--- src/rtl/bip_pkg.sv ---
// Shared definitions for the accumulator sequencer: field widths, opcodes,
// FSM state encoding, accumulator-source codes and the decoded control bundle.
package bip_pkg;
   localparam int PC_BITS  = 11;
   localparam int OPC_BITS = 5;
   localparam int OPR_BITS = 11;
   localparam int CNT_BITS = 16;
   localparam int INS_BITS = OPC_BITS + OPR_BITS;

   localparam logic [OPC_BITS-1:0] OP_HLT  = 5'b00000;
   localparam logic [OPC_BITS-1:0] OP_STO  = 5'b00001;
   localparam logic [OPC_BITS-1:0] OP_LD   = 5'b00010;
   localparam logic [OPC_BITS-1:0] OP_LDI  = 5'b00011;
   localparam logic [OPC_BITS-1:0] OP_ADD  = 5'b00100;
   localparam logic [OPC_BITS-1:0] OP_ADDI = 5'b00101;
   localparam logic [OPC_BITS-1:0] OP_SUB  = 5'b00110;
   localparam logic [OPC_BITS-1:0] OP_SUBI = 5'b00111;

   localparam logic [1:0] ST_IDLE  = 2'd0;
   localparam logic [1:0] ST_FETCH = 2'd1;
   localparam logic [1:0] ST_EXEC  = 2'd2;
   localparam logic [1:0] ST_HALT  = 2'd3;

   localparam logic [1:0] SELA_MUX  = 2'd0;
   localparam logic [1:0] SELA_ALU  = 2'd1;
   localparam logic [1:0] SELA_HOLD = 2'd2;

   typedef struct packed {
      logic [1:0] sel_a;
      logic       sel_b;
      logic       op_sub;
      logic       wr_acc;
      logic       rd_ram;
      logic       wr_ram;
      logic       illegal;
      logic       halt;
   } ctrl_t;
endpackage

--- src/rtl/bip_control_if.sv ---
// Debug requests, program-memory port and datapath controls of the sequencer.
// master = sequencer side, slave = debug unit / memory / datapath side.
interface bip_control_if;
   logic                         i_run;
   logic                         i_step;
   logic                         i_clear;
   logic [bip_pkg::PC_BITS-1:0]  o_pm_addr;
   logic                         o_pm_en;
   logic [bip_pkg::INS_BITS-1:0] i_pm_data;
   logic [bip_pkg::OPR_BITS-1:0] o_operand;
   logic [1:0]                   o_sel_A;
   logic                         o_sel_B;
   logic                         o_op_sub;
   logic                         o_wr_acc;
   logic                         o_rd_ram;
   logic                         o_wr_ram;
   logic                         o_halt;
   logic                         o_illegal;
   logic [bip_pkg::CNT_BITS-1:0] o_cycles;

   modport master (
      input  i_run, i_step, i_clear, i_pm_data,
      output o_pm_addr, o_pm_en, o_operand, o_sel_A, o_sel_B, o_op_sub,
             o_wr_acc, o_rd_ram, o_wr_ram, o_halt, o_illegal, o_cycles
   );

   modport slave (
      output i_run, i_step, i_clear, i_pm_data,
      input  o_pm_addr, o_pm_en, o_operand, o_sel_A, o_sel_B, o_op_sub,
             o_wr_acc, o_rd_ram, o_wr_ram, o_halt, o_illegal, o_cycles
   );
endinterface

--- src/rtl/bip_decoder.sv ---
// Combinational opcode-to-control mapping; zero latency, no backpressure.
// With en low every strobe is 0, sel_a holds and the operand reads 0.
module bip_decoder
   import bip_pkg::*;
(
   input  logic                en,
   input  logic [INS_BITS-1:0] instr,
   output ctrl_t               ctrl,
   output logic [OPR_BITS-1:0] operand
);
   logic [OPC_BITS-1:0] opc;
   assign opc = instr[INS_BITS-1 -: OPC_BITS];

   always_comb begin
      ctrl.sel_a   = SELA_HOLD;
      ctrl.sel_b   = 1'b0;
      ctrl.op_sub  = 1'b0;
      ctrl.wr_acc  = 1'b0;
      ctrl.rd_ram  = 1'b0;
      ctrl.wr_ram  = 1'b0;
      ctrl.illegal = 1'b0;
      ctrl.halt    = 1'b0;
      operand      = '0;
      if (en) begin
         operand = instr[OPR_BITS-1:0];
         case (opc)
            OP_HLT: ctrl.halt = 1'b1;
            OP_STO: ctrl.wr_ram = 1'b1;
            OP_LD: begin
               ctrl.rd_ram = 1'b1;
               ctrl.sel_a  = SELA_MUX;
               ctrl.wr_acc = 1'b1;
            end
            OP_LDI: begin
               ctrl.sel_b  = 1'b1;
               ctrl.sel_a  = SELA_MUX;
               ctrl.wr_acc = 1'b1;
            end
            OP_ADD, OP_SUB: begin
               ctrl.rd_ram = 1'b1;
               ctrl.sel_a  = SELA_ALU;
               ctrl.wr_acc = 1'b1;
               ctrl.op_sub = (opc == OP_SUB);
            end
            OP_ADDI, OP_SUBI: begin
               ctrl.sel_b  = 1'b1;
               ctrl.sel_a  = SELA_ALU;
               ctrl.wr_acc = 1'b1;
               ctrl.op_sub = (opc == OP_SUBI);
            end
            default: ctrl.illegal = 1'b1;
         endcase
      end
   end
endmodule

--- src/rtl/bip_control.sv ---
// Fetch/execute sequencer: 2 cycles per instruction (FETCH, EXEC), free-run or single-step.
// No backpressure: memory data is expected one cycle after o_pm_en; i_clear overrides run/step.
module bip_control
   import bip_pkg::*;
(
   input  logic           i_clk,
   input  logic           i_rst_n,
   bip_control_if.master  bus
);
   logic [1:0]          state;
   logic [1:0]          state_nxt;
   logic [PC_BITS-1:0]  pc;
   logic                step_mode;
   logic                halt_q;
   logic [CNT_BITS-1:0] cycles;
   logic                exec;
   logic                go;
   ctrl_t               ctrl;
   logic [OPR_BITS-1:0] operand;

   assign exec = (state == ST_EXEC);
   assign go   = bus.i_run | bus.i_step;

   bip_decoder u_dec (
      .en      (exec),
      .instr   (bus.i_pm_data),
      .ctrl    (ctrl),
      .operand (operand)
   );

   always_comb begin
      state_nxt = state;
      case (state)
         ST_IDLE:  if (go) state_nxt = ST_FETCH;
         ST_FETCH: state_nxt = ST_EXEC;
         ST_EXEC: begin
            if (ctrl.halt)                     state_nxt = ST_HALT;
            else if (!step_mode && bus.i_run)  state_nxt = ST_FETCH;
            else                               state_nxt = ST_IDLE;
         end
         ST_HALT:  state_nxt = ST_HALT;
         default:  state_nxt = ST_IDLE;
      endcase
      if (bus.i_clear) state_nxt = ST_IDLE;
   end

   always_ff @(posedge i_clk or negedge i_rst_n) begin
      if (!i_rst_n) begin
         state     <= ST_IDLE;
         pc        <= '0;
         step_mode <= 1'b0;
         halt_q    <= 1'b0;
         cycles    <= '0;
      end else begin
         state  <= state_nxt;
         halt_q <= (state_nxt == ST_HALT);
         if (bus.i_clear) begin
            pc     <= '0;
            cycles <= '0;
         end else begin
            // run beats step when both arrive together
            if (state == ST_IDLE && go)
               step_mode <= ~bus.i_run;
            if (exec && !ctrl.halt)
               pc <= pc + 1'b1;
            if ((state == ST_FETCH || exec) && cycles != {CNT_BITS{1'b1}})
               cycles <= cycles + 1'b1;
         end
      end
   end

   assign bus.o_pm_addr = pc;
   assign bus.o_pm_en   = (state == ST_FETCH);
   assign bus.o_operand = operand;
   assign bus.o_sel_A   = ctrl.sel_a;
   assign bus.o_sel_B   = ctrl.sel_b;
   assign bus.o_op_sub  = ctrl.op_sub;
   assign bus.o_wr_acc  = ctrl.wr_acc;
   assign bus.o_rd_ram  = ctrl.rd_ram;
   assign bus.o_wr_ram  = ctrl.wr_ram;
   assign bus.o_halt    = halt_q;
   assign bus.o_illegal = ctrl.illegal;
   assign bus.o_cycles  = cycles;
endmodule

--- src/flat_wrapper.sv ---
// flat-port wrapper written by rule: the top's interface ports become plain ports
module bip_control_flat import bip_pkg::*;
  (i_clk, i_rst_n, bus_i_run, bus_i_step, bus_i_clear, bus_i_pm_data, bus_o_pm_addr, bus_o_pm_en, bus_o_operand, bus_o_sel_A, bus_o_sel_B, bus_o_op_sub, bus_o_wr_acc, bus_o_rd_ram, bus_o_wr_ram, bus_o_halt, bus_o_illegal, bus_o_cycles);
  bip_control_if bus_i ();
  input  logic i_clk;
  input  logic i_rst_n;
  input wire logic [$bits(bus_i.i_run)-1:0] bus_i_run;
  input wire logic [$bits(bus_i.i_step)-1:0] bus_i_step;
  input wire logic [$bits(bus_i.i_clear)-1:0] bus_i_clear;
  input wire logic [$bits(bus_i.i_pm_data)-1:0] bus_i_pm_data;
  output wire logic [$bits(bus_i.o_pm_addr)-1:0] bus_o_pm_addr;
  output wire logic [$bits(bus_i.o_pm_en)-1:0] bus_o_pm_en;
  output wire logic [$bits(bus_i.o_operand)-1:0] bus_o_operand;
  output wire logic [$bits(bus_i.o_sel_A)-1:0] bus_o_sel_A;
  output wire logic [$bits(bus_i.o_sel_B)-1:0] bus_o_sel_B;
  output wire logic [$bits(bus_i.o_op_sub)-1:0] bus_o_op_sub;
  output wire logic [$bits(bus_i.o_wr_acc)-1:0] bus_o_wr_acc;
  output wire logic [$bits(bus_i.o_rd_ram)-1:0] bus_o_rd_ram;
  output wire logic [$bits(bus_i.o_wr_ram)-1:0] bus_o_wr_ram;
  output wire logic [$bits(bus_i.o_halt)-1:0] bus_o_halt;
  output wire logic [$bits(bus_i.o_illegal)-1:0] bus_o_illegal;
  output wire logic [$bits(bus_i.o_cycles)-1:0] bus_o_cycles;
  assign bus_i.i_run = bus_i_run;
  assign bus_i.i_step = bus_i_step;
  assign bus_i.i_clear = bus_i_clear;
  assign bus_i.i_pm_data = bus_i_pm_data;
  assign bus_o_pm_addr = bus_i.o_pm_addr;
  assign bus_o_pm_en = bus_i.o_pm_en;
  assign bus_o_operand = bus_i.o_operand;
  assign bus_o_sel_A = bus_i.o_sel_A;
  assign bus_o_sel_B = bus_i.o_sel_B;
  assign bus_o_op_sub = bus_i.o_op_sub;
  assign bus_o_wr_acc = bus_i.o_wr_acc;
  assign bus_o_rd_ram = bus_i.o_rd_ram;
  assign bus_o_wr_ram = bus_i.o_wr_ram;
  assign bus_o_halt = bus_i.o_halt;
  assign bus_o_illegal = bus_i.o_illegal;
  assign bus_o_cycles = bus_i.o_cycles;
  bip_control u_core (.i_clk(i_clk), .i_rst_n(i_rst_n), .bus(bus_i));
endmodule
--- config.mk ---
export PLATFORM = sky130hd
export DESIGN_NAME = bip_control_flat
export DESIGN_NICKNAME = d
export VERILOG_FILES = /design/src/rtl/bip_pkg.sv /design/src/rtl/bip_control_if.sv /design/src/rtl/bip_decoder.sv /design/src/rtl/bip_control.sv /design/src/flat_wrapper.sv
export SDC_FILE = /design/constraint.sdc
export NUM_CORES = 1
export LEC_CHECK = 0
export CORE_ASPECT_RATIO = 1.75
export CORE_MARGIN = 3
export CORE_UTILIZATION = 40
export DETAILED_ROUTE_END_ITERATION = 10
export PLACE_DENSITY = 0.72
export SETUP_SLACK_MARGIN = 0.02
export SYNTH_ARGS = -nofsm -noshare
export SYNTH_HDL_FRONTEND = slang
export SYNTH_HIERARCHICAL = 1
export SYNTH_SLANG_ARGS = --single-unit
--- constraint.sdc ---
create_clock -name i_clk -period 2.1 [get_ports i_clk]
set_input_delay 0.315 -clock i_clk [delete_from_list [all_inputs] [get_ports i_clk]]
set_output_delay 0.315 -clock i_clk [all_outputs]
set_load 0.01 [all_outputs]
==> results.py, run 1 <==
metrics = {
    "status": {
        "outcome": "completed",
    },
    "die": {
        "die_y_um": 97.5,
        "rows": 32,
        "die_x_um": 58.3,
        "initial_core_util": 0.423,
        "ios": 69,
        "core_area_mm2": 0.00452,
        "die_area_mm2": 0.00568,
    },
    "timing": {
        "fin_setup_tns_ns": 0,
        "skew_ns": 0.00433,
        "timing.hold.ws_ns": 0.416,
        "period_share": 0.958,
        "setup_slack_ns": 0.0881,
        "fmax_ghz": 0.497,
        "slew_viol_final": 0,
        "setup_viol": 0,
        "max_slew_margin": 0.659,
        "hold_viol_final": 0,
        "rsz0062_at_grt": "yes",
        "tightestPinTransition_ns": 0.507,
        "finalCriticalPeriod_ns": 2.01,
    },
    "routing": {
        "viasPerCell": 5.39,
        "ant_nets": 0,
        "dr.pass1.iters": 4,
        "vias": 1821,
        "drc": 0,
        "drtIter0Drc": 53,
        "avgRoutedWirePerCell_um": 15.1,
        "postRouteWirelength_um": 5090,
    },
    "synth": {
        "netlist_instances": 197,
        "syn_nets": 225,
        "synth_top_family_by_area": "simple AND/OR/NAND/NOR gates",
        "synth_compound_area_frac": 0.0897,
        "async_flop_share": 1.00,
        "synth_fa_ha_area_frac": 0.0458,
        "ys_seq_elements": 31,
        "yosys.area_share.xor_xnor": 0.0458,
        "synthFlopType": "dfrtp_1",
        "synth.area.mux_share": 0.0452,
        "synth-seq-area-share": 0.406,
        "syn_area_mm2": 0.00191,
        "synth-simple-area-share": 0.338,
        "ys_warn_count": 6,
        "synth_edf_count": 0,
        "ys_types": 50,
        "postSynthAreaPerCell_um2": 9.70,
    },
    "clocking": {
        "insertion_delay_ns": 0.29,
        "cts_tree": "yes",
        "clock-sinks": 31,
        "htreeDepth": 2,
        "numCtsBuffers": 5,
        "cts_root_buffer": "clkbuf_8",
        "cts_buffer_depth": 2,
        "clk_pin_slew_ns": 0.07,
        "cts_hold_buf": 0,
    },
    "setup_path": {
        "criticalPathCategory": "reg2out",
        "crit_start": "u_core/state[0]",
        "endpoint_kind": "output port",
        "worstPathRequired_ns": 1.78,
        "crit_fanout": 4,
        "crit_path_max_incr_delay_ns": 0.41,
        "crit_chain": "inv_2 > ha_4 > or3b_4 > nor2_1 > dlygate4sd2_1",
        "crit_path_start_kind": "flop",
        "slowest_stage": "or3b_4",
        "r2r-start": "u_core/state[1]",
        "crit_arrival_ns": 1.70,
    },
    "cells_and_area": {
        "synthToLayoutAreaGrowth_pct": 56.0,
        "fin_nets": 314,
        "post_route_cells_drive_above_1_share": 0.206,
        "antennaDiodeCount": 0,
        "fin_util": 0.659,
        "final_area_mm2": 0.00298,
    },
    "placed_design": {
        "place_ws_ns": -0.228,
        "routabilityCongestion": 0.791,
        "dpl.hpwl_um": 3800,
        "placed_area_mm2": 0.00282,
        "numPortBuffers": 68,
    },
    "global_routing": {
        "grt-ovfl-total": 0,
        "grt_use_total": 0.189,
        "grt_max_degree": 37,
        "grt_pass1_wl_um": 8370,
        "antenna_found_initial": 0,
        "grt_pass1_vias": 1782,
    },
    "min_path": {
        "hold_class": "in2async",
    },
    "power_and_ir_drop": {
        "internal_power_mw": 1.39,
        "p_leak_nw": 1.41,
        "power.switching_mw": 0.592,
        "power_frac_clock": 0.312,
        "combPwrFrac": 0.344,
        "power_density_mw_per_mm2": 663,
        "p_seq_frac": 0.344,
        "vdd_ir_drop_max_mv": 0.477,
        "switching_share": 0.299,
    },
    "run": {
        "drv_cap": 0,
    },
}
logic make-up after synthesis:
group | count (synthesis)
AO/OA/AOI/OAI | 26
XOR/XNOR | 10
adder cells (fa/ha/maj) | 7
buffers and inverters | 12
flip-flops | 31
multiplexers | 8
AND/OR/NAND/NOR | 103
stage by stage:
stage	power, mW	cells
global route	2.08	338
finish	1.98	338
floorplan	1.01	197
detailed placement	1.36	329
CTS	2.00	338
global placement	1.34	329
state kept, by name, summed over array words and instances (netlist names):
signal	count
u_core/bus.o_cycles	16
u_core/state	2
u_core/step_mode	1
u_core/bus.o_pm_addr	11
u_core/bus.o_halt	1
power groups by stage:
stage	Clock [mW]	Combinational (mW)	Sequential, mW
2_1_floorplan	0	0.294	0.713
3_3_place_gp	0	0.655	0.689
3_5_place_dp	0	0.667	0.691
4_1_cts	0.630	0.693	0.680
5_1_grt	0.657	0.741	0.686
6_report	0.618	0.680	0.680
timing repair:
item | CTS | global route
gates resized for setup | 19 | 13
setup buffers | 1 | 0
pin swaps | 2 | 0
setup endpoints to repair | 23 | 19
worst paths after layout:
| path | end | slack (ns) | cells after the start |
|---|---|---|---|
| setup / recovery | bus_o_wr_acc | 0.09 | 5 |
| hold / removal | u_core/bus.o_cycles[10] | 0.42 | 2 |
| setup reg to reg | u_core/bus.o_cycles[14] | 0.09 | 6 |
| hold reg to reg | u_core/bus.o_pm_addr[10] | 0.57 | 2 |
| max in group asynchronous | u_core/bus.o_pm_addr[10] | 1.38 | 2 |
| min in group i_clk | u_core/bus.o_pm_addr[10] | 0.57 | 2 |
layout make-up:
type	instances	area, um2
multi-input combinational	154	1140
clock inverter	2	35.0
inverter	3	11.3
fill	376	1540
timing repair buffer	91	872
sequential	31	776
tap	51	63.8
clock buffer	6	82.6
per-layer routing:
metal / GRT usage / vias to the layer above / routed length (um)
met1: 0.188 / 873 / 1820
met4: 0.0750 / 0 / 75
met2: 0.357 / 59 / 2830
li1: - / 881 / -
met5: 0 / - / 0
met3: 0.0439 / 8 / 360
worst max-delay path: cells and delay by family, from the launching register on:
kind | cells | cell delay [ns]
DFF | 1 | 0.39
adders and majority gates | 1 | 0.14
buffers and inverters | 2 | 0.36
and+or+nand+nor | 2 | 0.51
cells in the mapped netlist (all sizes together) (6+ instances only):
master | number | share of area
xor2 | 9 | 0.041
nand3 | 8 | 0.030
ha | 7 | 0.046
clkbuf | 6 | 0.012
a21oi | 10 | 0.026
nand2 | 10 | 0.020
dfrtp | 31 | 0.41
nor2b | 8 | 0.026
nor2 | 23 | 0.045
nand4 | 8 | 0.034
and2 | 15 | 0.050
placed cells by master, fill, tap and decap left out, drive strengths merged, types with 6 or more instances in the layout:
cell type      netlist  final
clkdlybuf4s50        0     49
clkbuf               6      6
dfrtp               31     31
ha                   7      7
nand3                8      8
nand4                8      8
nand2               10     10
and2                15     15
xor2                 9      9
buf                  3     25
dlygate4sd2          0      8
nor2b                8      8
dlymetal6s2s         0      9
nor2                23     23
a21oi               10     10
(Power assumes the default switching activity.)
==> run 2, diff against run 1 <==
--- a/config.mk
+++ b/config.mk
@@ -9,9 +9,11 @@
 export CORE_MARGIN = 3
 export CORE_UTILIZATION = 40
 export DETAILED_ROUTE_END_ITERATION = 10
+export GPL_ROUTABILITY_DRIVEN = 0
 export PLACE_DENSITY = 0.72
 export SETUP_SLACK_MARGIN = 0.02
 export SYNTH_ARGS = -nofsm -noshare
 export SYNTH_HDL_FRONTEND = slang
 export SYNTH_HIERARCHICAL = 1
 export SYNTH_SLANG_ARGS = --single-unit
+export TNS_END_PERCENT = 30
==> run 2 against run 1 <==
Die area stayed put. Non-clock buffer count is 3 lower. Utilization is 1.7 points lower. Final cell count is 1.2% lower. Sequential power hardly changed. Hold slack better by 0.014 ns. Sequential share of layout area is 0.71 points higher. Critical path type unchanged. Largest cell class unchanged.
==> results.py, run 2 (synthesized netlist as in run 1, its figures left out) <==
metrics = {
    "status": {
        "outcome": "completed",
    },
    "min_path": {
        "hold_class": "in2async",
    },
    "cells_and_area": {
        "final_common_cell": "clkdlybuf4s50_1",
        "largest_reg_flops": 16,
        "antennaDiodeCount": 0,
        "final_area_mm2": 0.00290,
        "post_route_cells_drive_above_1_share": 0.198,
        "synthToLayoutAreaGrowth_pct": 51.9,
        "fin_nets": 311,
        "multi_input_area_mm2": 0.00114,
        "seqCellArea_um2": 776,
        "nFillCells": 390,
        "layout_common_cells": "clkdlybuf4s50_1, dfrtp_1, nor2_1",
    },
    "placed_design": {
        "placed_area_mm2": 0.00280,
        "numPortBuffers": 68,
        "dpl.hpwl_um": 3680,
    },
    "global_routing": {
        "grt-ovfl-total": 0,
        "antenna_found_initial": 0,
        "grt_pass1_wl_um": 8390,
        "grt_max_degree": 32,
        "grt_pass1_vias": 1867,
        "grt_use_total": 0.186,
    },
    "power_and_ir_drop": {
        "p_total_mw": 1.82,
        "power_frac_clock": 0.259,
        "p_leak_nw": 1.35,
        "power_density_mw_per_mm2": 628,
        "switching_share": 0.311,
        "internal_power_mw": 1.26,
        "p_seq_frac": 0.372,
        "vdd_ir_drop_max_mv": 0.508,
        "combPwrFrac": 0.369,
        "power.switching_mw": 0.568,
    },
    "routing": {
        "drtIter0Drc": 60,
        "dr.pass1.iters": 4,
        "ant_nets": 0,
        "postRouteWirelength_um": 5020,
        "drc": 0,
        "vias": 1840,
        "viasPerCell": 5.51,
        "avgRoutedWirePerCell_um": 15.0,
    },
    "setup_path": {
        "crit_fanout": 4,
        "crit_path_max_incr_delay_ns": 0.41,
        "crit_path_start_kind": "flop",
        "crit_arrival_ns": 1.69,
        "criticalPathCategory": "reg2out",
        "slowest_stage": "or3b_4",
        "crit_chain": "inv_2 > ha_4 > or3b_4 > nor2_1 > dlygate4sd2_1",
        "endpoint_kind": "output port",
        "worstPathRequired_ns": 1.78,
    },
    "clocking": {
        "cts_buffer_depth": 2,
        "numCtsBuffers": 5,
        "postCtsSetupRepairBufs": 0,
        "clock-sinks": 31,
        "cts_hold_buf": 0,
        "cts_root_buffer": "clkbuf_8",
        "htreeDepth": 2,
        "insertion_delay_ns": 0.28,
        "cts_tree": "yes",
        "clk_pin_slew_ns": 0.06,
    },
    "die": {
        "core_area_mm2": 0.00452,
        "die_y_um": 97.5,
        "die_x_um": 58.3,
        "initial_core_util": 0.423,
        "die_area_mm2": 0.00568,
        "ios": 69,
        "rows": 32,
    },
    "timing": {
        "setup_viol": 0,
        "slew_viol_final": 0,
        "period_share": 0.955,
        "skew_ns": 0.00542,
        "fmax_ghz": 0.499,
        "max_slew_margin": 0.678,
        "rsz0062_at_grt": "no",
        "tightestPinTransition_ns": 0.479,
        "finalCriticalPeriod_ns": 2.00,
        "hold_viol_final": 0,
        "timing.hold.ws_ns": 0.430,
    },
    "run": {
        "drv_cap": 0,
    },
}
## run 2: worst max-delay path: cells and delay by family (launching register included)
| family | cells | cell delay (ns) |
|---|---|---|
| flip-flops | 1 | 0.39 |
| AND/OR/NAND/NOR | 2 | 0.53 |
| adder cells (fa/ha/maj) | 1 | 0.13 |
| buffers and inverters | 2 | 0.36 |
## run 2: final timing paths
path	start	endpoint	slack (ns)	depth (start not counted)
max reg2reg	u_core/state[1]	u_core/bus.o_cycles[14]	0.12	6
min reg2reg	u_core/step_mode	u_core/step_mode	0.54	2
min	i_rst_n	u_core/bus.o_cycles[10]	0.43	2
min in group i_clk	u_core/step_mode	u_core/step_mode	0.54	2
max	u_core/state[0]	bus_o_wr_acc	0.1	5
max in group asynchronous	i_rst_n	u_core/bus.o_pm_addr[8]	1.38	2
## run 2: layer usage
layer | global-route usage | wire (um)
met2 | 0.344 | 2700
met5 | 0 | 0
met1 | 0.189 | 1850
met4 | 0.0732 | 108
met3 | 0.0452 | 365
## run 2: power groups by stage
stage	Sequential [mW]	Combinational, mW	Clock (mW)
3_5_place_dp	0.690	0.663	0
6_report	0.678	0.673	0.473
5_1_grt	0.683	0.741	0.519
4_1_cts	0.679	0.689	0.487
3_3_place_gp	0.688	0.655	0
2_1_floorplan	0.713	0.294	0
## run 2: what timing repair did
action / CTS / global route
pin swaps: 2 / 0
setup endpoints to repair: 19 / 14
resized for setup: 15 / 18
## run 2: cell type report
cell class	count	share of cell area
clock buffers	6	0.0284
clock inverters	1	0.00172
inverters	3	0.00388
multi-input cells	154	0.392
flip-flops and latches	31	0.267
well taps	51	0.0220
repair buffers	88	0.285
## run 2: through the flow
| stage | instances | worst slack, ns | utilization | TNS, ns |
|---|---|---|---|---|
| after floorplan | 197 | -0.0286 | - | -0.148 |
| after global placement | 327 | -0.224 | 0.618 | -1.92 |
| after detailed placement | 327 | -0.269 | 0.618 | -2.39 |
| after CTS | 334 | 0.0285 | 0.642 | 0 |
| after global routing | 334 | 0.0235 | 0.642 | 0 |
| final | 334 | 0.0952 | 0.642 | 0 |
==> patch 1: new RTL, config.mk and constraints of run 2 <==
`OPR_BITS`: 11 -> 22.
--- a/src/rtl/bip_pkg.sv
+++ b/src/rtl/bip_pkg.sv
@@ -3,7 +3,7 @@
 package bip_pkg;
    localparam int PC_BITS  = 11;
    localparam int OPC_BITS = 5;
-   localparam int OPR_BITS = 11;
+   localparam int OPR_BITS = 22;
    localparam int CNT_BITS = 16;
    localparam int INS_BITS = OPC_BITS + OPR_BITS;
 
Ports: changed (resized bus_i_pm_data and bus_o_operand); port bits go from 69 to 91. The function was not compared with the original's and may differ.
==> patch 1 against run 2 <==
  * Wire length rose by 12%
  * Final area is 11% higher
  * Sequential cell count did not move
  * Sequential share of layout area shrank 2.7 points
  * Area after synthesis is 4.1% higher
  * Worst hold slack worse by 8.8 ps
  * Synthesized cell count rose by 6.6%
  * Total power up 15%
  * Count of clock-buffer cells in the layout unchanged
  * Critical path depth unchanged
  * Setup slack worse by 9.0 ps
  * Critical path type unchanged
  * Largest cell class unchanged
  * Largest power group is now combinational cells
==> patch 1: results <==
[pwr]
irDropWorstVdd_uv = 547
internal_power_w = 0.00147
leakage_nw = 1.59
swShare_pct = 30.2
p_comb_w = 0.000812

[global_route]
grt_pass1_wl_um = 8980
grtUsageTotal_pct = 19.5
grt_pass1_vias = 1910

[final_layout]
fin_area_um2 = 3230
drive_gt1_share_pct = 14.9
multi_input_comb_cells = 166
nets = 353
buffers_excl_clock = 107
nFillCells = 396
signal_buffer_area_fraction_pct = 33.2
clkCellAreaFrac_pct = 3.64

[run_status]
status = "finished clean"

[place]
hpwl_um = 4260
placed_cell_area_um2 = 3040
post-place-ws_ps = -253

[synth]
synth_xor_area_share_pct = 4.40
synth.area.top_cells = "dfrtp_1 39%, and2_1 7.9%, ha_1 4.4%"
syn-instance-count = 210
muxShareOfSynthArea_pct = 4.34
syn_area_per_cell_um2 = 9.48
synth_compound_area_share_pct = 8.23
synth_nets = 249

[routing]
drt_first_iter_violations = 56
num_vias = 1981
wl_per_cell_um = 15.4

[setup_path]
crit_path_end = "bus_o_operand[8]"

[clock_tree]
cts_resized = 20

[timing]
fin_crit_ps = 2010
## patch 1: how the worst min path moves through the flow
stage                                start                      end  cells past startpoint
after floorplan                    i_rst_n   u_core/bus.o_cycles[0]                      0
after global placement    u_core/step_mode         u_core/step_mode                      2
after detailed placement  u_core/step_mode         u_core/step_mode                      2
after CTS                          i_rst_n   u_core/bus.o_cycles[0]                      2
after global routing               i_rst_n  u_core/bus.o_pm_addr[8]                      2
final                              i_rst_n   u_core/bus.o_cycles[0]                      2
## patch 1: routing by layer
metal / global-route usage [%] / wire, µm
met5: 0 / 0
met4: 6.63 / 80
met3: 4.68 / 630
met2: 35.2 / 2940
met1: 21.2 / 1980
## patch 1: worst max-delay path, stage by stage, from the launching register on
cell             delay, ps
dfrtp_1                380
inv_2                  100
ha_4                   160
buf_6                  130
and2_1                 120
clkdlybuf4s50_1        520
==> patch 2: new RTL, config.mk and constraints of run 2 <==
Made on the original files. Make the reset (`i_rst_n`) synchronous in one clocked block.
--- a/src/rtl/bip_control.sv
+++ b/src/rtl/bip_control.sv
@@ -44,7 +44,7 @@
       if (bus.i_clear) state_nxt = ST_IDLE;
    end
 
-   always_ff @(posedge i_clk or negedge i_rst_n) begin
+   always_ff @(posedge i_clk) begin
       if (!i_rst_n) begin
          state     <= ST_IDLE;
          pc        <= '0;
Function: differs if i_rst_n is asserted again (counterexample within 4 cycles, from zero or initial values and one cycle with i_rst_n low); with i_rst_n held inactive, the same outputs for 10 cycles.
==> patch 2 against run 2 <==
  * Sequential cell count is the same
  * Area after synthesis shrank 10%
  * Largest cell class unchanged
  * Critical endpoint is now u_core/bus.o_cycles[15]
  * Cell count grew 2.7%
  * Global-route usage grew 0.95 points
  * Final area shrank 6.6%
  * Setup slack lost 27 ps
  * Wire length shrank 2.5%
  * Critical path type is now reg2reg
  * Die area shrank 9.4%
Power is not compared: it rests on default switching activity, and its combinational part moved more than twofold at a synthesized area within 25%.
==> patch 2: results <==
[synth]
muxShareOfSynthArea_pct = 1.17
synth_compound_area_share_pct = 13.7
ys_seq_area_share_pct = 36.2
synth_common_cells = "31 x dfxtp_1, 21 x nor2_1, 13 x a21oi_1, 13 x and2_1, 13 x nand2_1"
synth_fa_ha_area_share_pct = 5.11
synth.area.top_cells = "dfxtp_1 36%, ha_1 5.1%, and2_1 4.7%"
synthArstFlopShare_pct = 0
synth_xor_area_share_pct = 4.60
synth_cell_types = 48

[run_status]
status = "finished clean"

[final_layout]
drive_gt1_share_pct = 15.6
nets = 322
fin_cells = 343
nFillCells = 358

[global_route]
grtUsageMet2_pct = 38.1
grt_max_degree = 19
grt_util_met1_pct = 20.1
grtUsageTotal_pct = 19.5
grt_pass1_wl_um = 8120

[routing]
drt-met1-wl_um = 1910
dr_wl_met3_um = 251
drt_first_iter_violations = 56
wl_met2_um = 2710
via_per_inst = 5.37
drt-total-wl_um = 4900

[timing]
clock_skew_ps = 6.23
maxSlewHeadroom_pct = 66.5
clock.fmax_mhz = 492
hold_ws_ps = 519

[worst_hold_path]
holdPathEnd = "u_core/bus.o_pm_addr[10]"
worstHoldPathType = "reg2reg"

[setup_path]
path_max_fanout = 8
critical_path_class = "reg2reg"
critPathArrivalTime_ps = 2240
rrSetupSlack_ps = 70
worstReg2RegStart = "u_core/state[1]"

[place]
placed_cell_area_um2 = 2550
hpwl_um = 3770
dp.cells = 334
post-place-ws_ps = -179
-- patch 2: cell count changes in the layout (fill, tap and decap cells not counted), sizes merged, moves of 5 or more --
cell,delta
mux2,-5
buf,-6
inv,+6
o21ai,+6
dfrtp,-31
dfxtp,+31
dlymetal6s2s,-8
nor2b,-5
clkdlybuf4s50,+8
-- patch 2: worst max-delay path, stage by stage (launching register included) --
cell     delay, ps
dfxtp_2        380
inv_1           70
ha_1           330
nand3_2        120
or3_4          420
or4_1          490
a21oi_1        150
-- patch 2: timing repair --
item	4_1_cts	5_1_grt
buffers inserted	0	1
endpoints found under the setup margin	11	25
pin swaps	0	3
resized for setup	15	9
-- patch 2: area by class of cell --
cell class                 count  area, µm²  area share, %
multi-input combinational    164       1090           40.1
inverter                       9       36.3           1.34
tap                           48       60.1           2.21
sequential                    31        623           23.0
timing repair buffer          83        787           29.0
clock inverter                 2       35.0           1.29
clock buffer                   6       82.6           3.04
